==> config.mk <==
export PLATFORM = sky130hd
export DESIGN_NAME = multicycle_ctrl
export DESIGN_NICKNAME = d
export VERILOG_FILES = /design/src/rtl/mc_pkg.sv /design/src/rtl/mc_alu_decode.sv /design/src/rtl/multicycle_ctrl.sv
export SDC_FILE = /design/constraint.sdc
export NUM_CORES = 1
export LEC_CHECK = 0
export CORE_UTILIZATION = 36
export CTS_CLUSTER_SIZE = 28
export DETAILED_ROUTE_END_ITERATION = 10
export PLACE_DENSITY = 0.76
export SLEW_MARGIN = 20
export SYNTH_ARGS = -nofsm -noshare
export SYNTH_HDL_FRONTEND = slang
export SYNTH_HIERARCHICAL = 1
export SYNTH_SLANG_ARGS = --single-unit
==> constraint.sdc <==
create_clock -name clk -period 1.9 [get_ports clk]
set_input_delay 0.38 -clock clk [delete_from_list [all_inputs] [get_ports clk]]
set_output_delay 0.38 -clock clk [all_outputs]
set_load 0.02 [all_outputs]
==> src/rtl/mc_pkg.sv <==
// Shared encodings for the multicycle controller: FSM states, opcodes and
// datapath select codes.
package mc_pkg;

  typedef enum logic [3:0] {
    StFetch,
    StDecode,
    StMemAdr,
    StMemRead,
    StMemWb,
    StMemWrite,
    StExecR,
    StExecI,
    StJal,
    StAluWb,
    StBranch,
    StError
  } state_e;

  // ALU operation class handed to the funct decoder
  typedef enum logic [1:0] {
    AluOpAdd,
    AluOpSub,
    AluOpFunct
  } alu_op_e;

  localparam logic [6:0] OpLoad   = 7'b0000011;
  localparam logic [6:0] OpStore  = 7'b0100011;
  localparam logic [6:0] OpRType  = 7'b0110011;
  localparam logic [6:0] OpIType  = 7'b0010011;
  localparam logic [6:0] OpJal    = 7'b1101111;
  localparam logic [6:0] OpBranch = 7'b1100011;

  localparam logic [2:0] AluAdd = 3'b000;
  localparam logic [2:0] AluSub = 3'b001;
  localparam logic [2:0] AluAnd = 3'b010;
  localparam logic [2:0] AluOr  = 3'b011;
  localparam logic [2:0] AluXor = 3'b100;
  localparam logic [2:0] AluSlt = 3'b101;

  localparam logic [1:0] SrcAPc    = 2'b00;
  localparam logic [1:0] SrcAOldPc = 2'b01;
  localparam logic [1:0] SrcARs1   = 2'b10;

  localparam logic [1:0] SrcBRs2  = 2'b00;
  localparam logic [1:0] SrcBImm  = 2'b01;
  localparam logic [1:0] SrcBFour = 2'b10;

  localparam logic [1:0] ResAluOut    = 2'b00;
  localparam logic [1:0] ResData      = 2'b01;
  localparam logic [1:0] ResAluResult = 2'b10;

  localparam logic [1:0] ImmI = 2'b00;
  localparam logic [1:0] ImmS = 2'b01;
  localparam logic [1:0] ImmB = 2'b10;
  localparam logic [1:0] ImmJ = 2'b11;

  function automatic logic [1:0] imm_sel(input logic [6:0] op);
    case (op)
      OpStore:  return ImmS;
      OpBranch: return ImmB;
      OpJal:    return ImmJ;
      default:  return ImmI;
    endcase
  endfunction

endpackage

==> src/rtl/mc_alu_decode.sv <==
// ALU control decode: maps the operation class and funct fields to an ALU
// operation code.
module mc_alu_decode import mc_pkg::*; (
  input  alu_op_e     alu_op,
  input  logic [2:0]  funct3,
  input  logic        funct7b5,
  input  logic        op5,
  output logic [2:0]  alu_control
);

  always_comb begin
    alu_control = AluAdd;
    case (alu_op)
      AluOpSub: alu_control = AluSub;
      AluOpFunct: begin
        case (funct3)
          // Only R-type (op[5]=1) can select sub; addi ignores funct7.
          3'b000:  alu_control = (op5 && funct7b5) ? AluSub : AluAdd;
          3'b010:  alu_control = AluSlt;
          3'b100:  alu_control = AluXor;
          3'b110:  alu_control = AluOr;
          3'b111:  alu_control = AluAnd;
          default: alu_control = AluAdd;
        endcase
      end
      default: alu_control = AluAdd;
    endcase
  end

endmodule

==> src/rtl/multicycle_ctrl.sv <==
// Multicycle RISC-V main controller: FSM sequencing fetch, decode, memory,
// ALU and branch steps, with outputs decoded from the current state.
module multicycle_ctrl import mc_pkg::*; (
  input  logic       clk,
  input  logic       reset,
  input  logic [6:0] op,
  input  logic [2:0] funct3,
  input  logic       funct7b5,
  input  logic       Zero,
  input  logic       MemReady,
  output logic       PCWrite,
  output logic       IRWrite,
  output logic       RegWrite,
  output logic       MemWrite,
  output logic       AdrSrc,
  output logic [1:0] ALUSrcA,
  output logic [1:0] ALUSrcB,
  output logic [1:0] ResultSrc,
  output logic [1:0] ImmSrc,
  output logic [2:0] ALUControl,
  output logic       Illegal
);

  state_e  state_q, state_d;
  alu_op_e alu_op;
  logic    pc_write, ir_write, reg_write, mem_write, illegal;

  always_ff @(posedge clk or posedge reset) begin
    if (reset) state_q <= StFetch;
    else       state_q <= state_d;
  end

  always_comb begin
    state_d   = state_q;
    pc_write  = 1'b0;
    ir_write  = 1'b0;
    reg_write = 1'b0;
    mem_write = 1'b0;
    illegal   = 1'b0;
    AdrSrc    = 1'b0;
    ALUSrcA   = SrcAPc;
    ALUSrcB   = SrcBRs2;
    ResultSrc = ResAluOut;
    alu_op    = AluOpAdd;
    unique case (state_q)
      StFetch: begin
        ALUSrcB   = SrcBFour;
        ResultSrc = ResAluResult;
        ir_write  = MemReady;
        pc_write  = MemReady;
        if (MemReady) state_d = StDecode;
      end
      StDecode: begin
        ALUSrcA = SrcAOldPc;
        ALUSrcB = SrcBImm;
        case (op)
          OpLoad, OpStore: state_d = StMemAdr;
          OpRType:         state_d = StExecR;
          OpIType:         state_d = StExecI;
          OpJal:           state_d = StJal;
          OpBranch:        state_d = StBranch;
          default:         state_d = StError;
        endcase
      end
      StMemAdr: begin
        ALUSrcA = SrcARs1;
        ALUSrcB = SrcBImm;
        state_d = (op == OpLoad) ? StMemRead : StMemWrite;
      end
      StMemRead: begin
        AdrSrc = 1'b1;
        if (MemReady) state_d = StMemWb;
      end
      StMemWb: begin
        ResultSrc = ResData;
        reg_write = 1'b1;
        state_d   = StFetch;
      end
      StMemWrite: begin
        AdrSrc    = 1'b1;
        mem_write = 1'b1;
        if (MemReady) state_d = StFetch;
      end
      StExecR: begin
        ALUSrcA = SrcARs1;
        alu_op  = AluOpFunct;
        state_d = StAluWb;
      end
      StExecI: begin
        ALUSrcA = SrcARs1;
        ALUSrcB = SrcBImm;
        alu_op  = AluOpFunct;
        state_d = StAluWb;
      end
      StJal: begin
        ALUSrcA  = SrcAOldPc;
        ALUSrcB  = SrcBFour;
        pc_write = 1'b1;
        state_d  = StAluWb;
      end
      StAluWb: begin
        reg_write = 1'b1;
        state_d   = StFetch;
      end
      StBranch: begin
        ALUSrcA  = SrcARs1;
        alu_op   = AluOpSub;
        pc_write = Zero ^ funct3[0];
        state_d  = StFetch;
      end
      StError: illegal = 1'b1;
      default: state_d = StError;
    endcase
  end

  mc_alu_decode u_alu_decode (
    .alu_op      (alu_op),
    .funct3      (funct3),
    .funct7b5    (funct7b5),
    .op5         (op[5]),
    .alu_control (ALUControl)
  );

  assign ImmSrc = imm_sel(op);

  // Reset forces FETCH asynchronously; masking keeps its MemReady-driven
  // enables quiet while reset is still held.
  assign PCWrite  = pc_write  & ~reset;
  assign IRWrite  = ir_write  & ~reset;
  assign RegWrite = reg_write & ~reset;
  assign MemWrite = mem_write & ~reset;
  assign Illegal  = illegal   & ~reset;

endmodule
==> flow_metrics.py, run 1 <==
metrics = {
    "layout": {
        "post-route-util_pct": 82.3,
        "reg.largest.list": "state_q (4)",
        "num-fill-cells": 96,
        "final_cell_mix": "32 x buf_4, 8 x a21oi_1, 8 x nor2_1, 7 x buf_2, 6 x dlymetal6s2s_1",
        "layout.nets": 170,
        "regMostFlops": "state_q",
        "final_common_cell": "buf_4",
        "fin_cells": 175,
        "antenna_cells": 0,
        "largest_register_ffs": 4,
        "area_growth_pct": 102,
        "drive_gt1_share_pct": 49.0,
    },
    "sta": {
        "setup_viol": 5,
        "setup_slack_ns": -0.170,
        "hold_viol": 0,
        "fmax_mhz": 483,
        "final.setup.tns_ns": -0.381,
        "slew_violations": 0,
        "min_period_ns": 2.07,
        "rsz0062_at_grt": "yes",
        "skew_ns": 0.00533,
        "maxSlewHeadroom_pct": 80.9,
        "whs_ns": 0.607,
        "fin_crit_sh_pct": 109,
        "tightest_slew_ns": 0.284,
    },
    "yosys": {
        "synth_top_family_by_area": "simple AND/OR/NAND/NOR gates",
        "synth-compound-area-share_pct": 26.8,
        "yosys.area_share.simple_pct": 38.7,
        "synth-seq-cells": 4,
        "synth_top_cell_by_area": "dfrtp_1",
        "syn-num-nets": 109,
        "ys_types": 39,
        "ys_top_cells_by_area": "dfrtp_1 15%, nor2_1 6.4%, a21oi_1 6.2%",
        "synth_xor_area_share_pct": 4.05,
        "netlist_instances": 92,
        "yosysWarnings": 6,
        "synth_adder_area_share_pct": 3.85,
        "synth.avg_cell_area_um2": 7.06,
        "synthesis.area_um2": 649,
        "synth_top_area_share_pct": 15.4,
        "synth_mux_area_share_pct": 3.47,
        "yosysSeqAreaShare_pct": 15.4,
    },
    "floorplanning": {
        "die_y_um": 44.5,
        "start_util_pct": 40.7,
        "die_area_um2": 1980,
        "dieWidth_um": 44.5,
        "core_um2": 1590,
        "row_count": 14,
        "ios": 32,
    },
    "placed_design": {
        "dpl.cell_count": 164,
        "dp_hpwl_mm": 1.61,
        "io_buffers": 31,
        "gp_congestion": 0.856,
    },
    "critical_path": {
        "cp.arrival_ns": 1.69,
        "regToRegStartpoint": "state_q[3]$_DFFE_PP0P_",
        "start_kind": "register",
        "reg2reg_to": "state_q[1]$_DFFE_PP0P_",
        "rr_worst_depth": 6,
        "path_class": "reg -> out",
        "critPathRequiredTime_ns": 1.52,
        "critPathCaptureType": "primary output",
        "ff2ff_setup_slack_ns": 0.36,
        "crit_fanout": 4,
    },
    "global_routing": {
        "grt_pass1_wl_mm": 3.70,
        "overflow": 0,
        "grt_max_degree": 17,
        "grt_pass1_vias": 904,
        "antenna_found_initial": 0,
        "track_usage_pct": 25.3,
    },
    "cts": {
        "clock-sinks": 4,
        "cts_buffer_depth": 2,
        "cts.htree.levels": 1,
        "insertion_delay_ns": 0.24,
        "clk_pin_slew_worst_paths_ns": 0.05,
        "numCtsBuffers": 3,
        "cts_tree": "done",
        "cts_root_buffer": "clkbuf_4",
    },
    "status": {
        "violations": "negative setup slack",
        "status": "complete, but fails checks",
    },
    "power": {
        "max-vdd-ir-drop_v": 0.000784,
        "p_leak_nw": 0.617,
        "cellPowerDensity_nw_per_um2": 1360,
    },
    "hold_path": {
        "min_path_type": "in -> async",
    },
    "detailed_routing": {
        "routed_wl_mm": 2.55,
        "drc": 0,
        "vias_per_cell": 5.61,
        "dr.pass1.iters": 4,
        "ant_nets": 0,
        "drt-initial-drc-count": 37,
        "drt-wirelength-per-cell_um": 14.6,
        "vias": 982,
    },
    "job": {
        "drv_cap": 0,
    },
}
area by class of cell:
cell class / count / area, µm² / share of cell area [%]
clock buffers: 3 / 22.5 / 1.72
repair buffers: 63 / 532 / 40.6
multi-input cells: 75 / 602 / 45.9
inverters: 6 / 22.5 / 1.72
well taps: 24 / 30.0 / 2.29
flip-flops and latches: 4 / 103 / 7.82
through the flow:
step	setup slack [ns]	instance area, µm²	power, mW
after floorplan	-0.0542	663	0.857
after global placement	-0.457	1150	1.35
after detailed placement	-0.462	1150	1.37
after CTS	-0.130	1190	1.54
after global routing	-0.208	1310	1.89
final	-0.170	1310	1.79
worst max-delay path, cell delays in order (launching register included):
cell and delay (ns):
dfrtp_1 0.44, buf_6 0.14, nand2_2 0.06, nor2_4 0.15, ha_4 0.16, nand2b_4 0.05, a221oi_2 0.26, buf_4 0.18
power breakdown:
group	leakage, nW	switching, mW	total [mW]	internal, mW
Combinational	0.557	0.745	1.48	0.732
Sequential	0.0464	0.0653	0.197	0.131
Clock	0.0138	0.0437	0.115	0.0713
what timing repair did:
action	CTS	global route
gates cloned	0	0
endpoints found under the setup margin	18	15
pin swaps	3	12
setup buffers	1	8
resized for setup	78	34
hold buffers	0	0
synth_stat cells:
cell type  number
a21oi_1         8
o32ai_1         2
a31oi_1         2
o41a_1          1
nand2b_1        6
nor3b_1         1
o211ai_1        1
nor3_1          5
a211oi_1        1
o31a_1          1
o21bai_1        1
a221oi_2        1
a311oi_1        1
a22oi_1         2
buf_2           1
or3_1           2
clkbuf_1        5
nor4_1          3
nor2_1         11
nor2b_1         2
or4_4           1
xnor2_1         1
mux2_2          2
dfrtp_1         4
inv_1           6
and4b_1         1
nand3_1         1
a21boi_0        1
nand4b_1        1
ha_1            2
xor2_1          2
or3_4           1
buf_1           1
nand2_1         6
nand2b_4        1
and3_1          1
o21ai_0         1
nand3b_1        1
a32o_1          1
kinds of logic after synthesis:
family | after synthesis
fa+ha+maj | 2
xor+xnor | 3
simple gates | 44
mux | 2
compound gates | 24
flops | 4
buf+inv | 13
per-layer routing:
metal  up-vias  share of wire [%]  GRT usage, %
met1       460                 39          29.9
met4         0                1.3          10.9
met5         -                  0             0
met3         7                5.7          5.71
met2        55                 54          43.5
li1        460                  -             -
worst max-delay path by stage:
stage                          endpoint  slack [ns]                    from
final                     ALUControl[0]       -0.17  state_q[2]$_DFFE_PP0P_
after global routing      ALUControl[0]       -0.21  state_q[2]$_DFFE_PP0P_
after CTS                 ALUControl[0]       -0.13  state_q[2]$_DFFE_PP0P_
after detailed placement      ImmSrc[0]       -0.46                   op[3]
after global placement        ImmSrc[0]       -0.46                   op[3]
after floorplan           ALUControl[0]       -0.05  state_q[2]$_DFFE_PP0P_
No activity file was read; power rests on OpenSTA's default activity.
==> run 2, diff against run 1 <==
--- a/config.mk
+++ b/config.mk
@@ -9,7 +9,7 @@
 export CTS_CLUSTER_SIZE = 28
 export DETAILED_ROUTE_END_ITERATION = 10
 export PLACE_DENSITY = 0.76
-export SLEW_MARGIN = 20
+export SLEW_MARGIN = 25
 export SYNTH_ARGS = -nofsm -noshare
 export SYNTH_HDL_FRONTEND = slang
 export SYNTH_HIERARCHICAL = 1
==> results of run 2 <==
No change in the layout: final DEF, timing and power equal those of run 1.
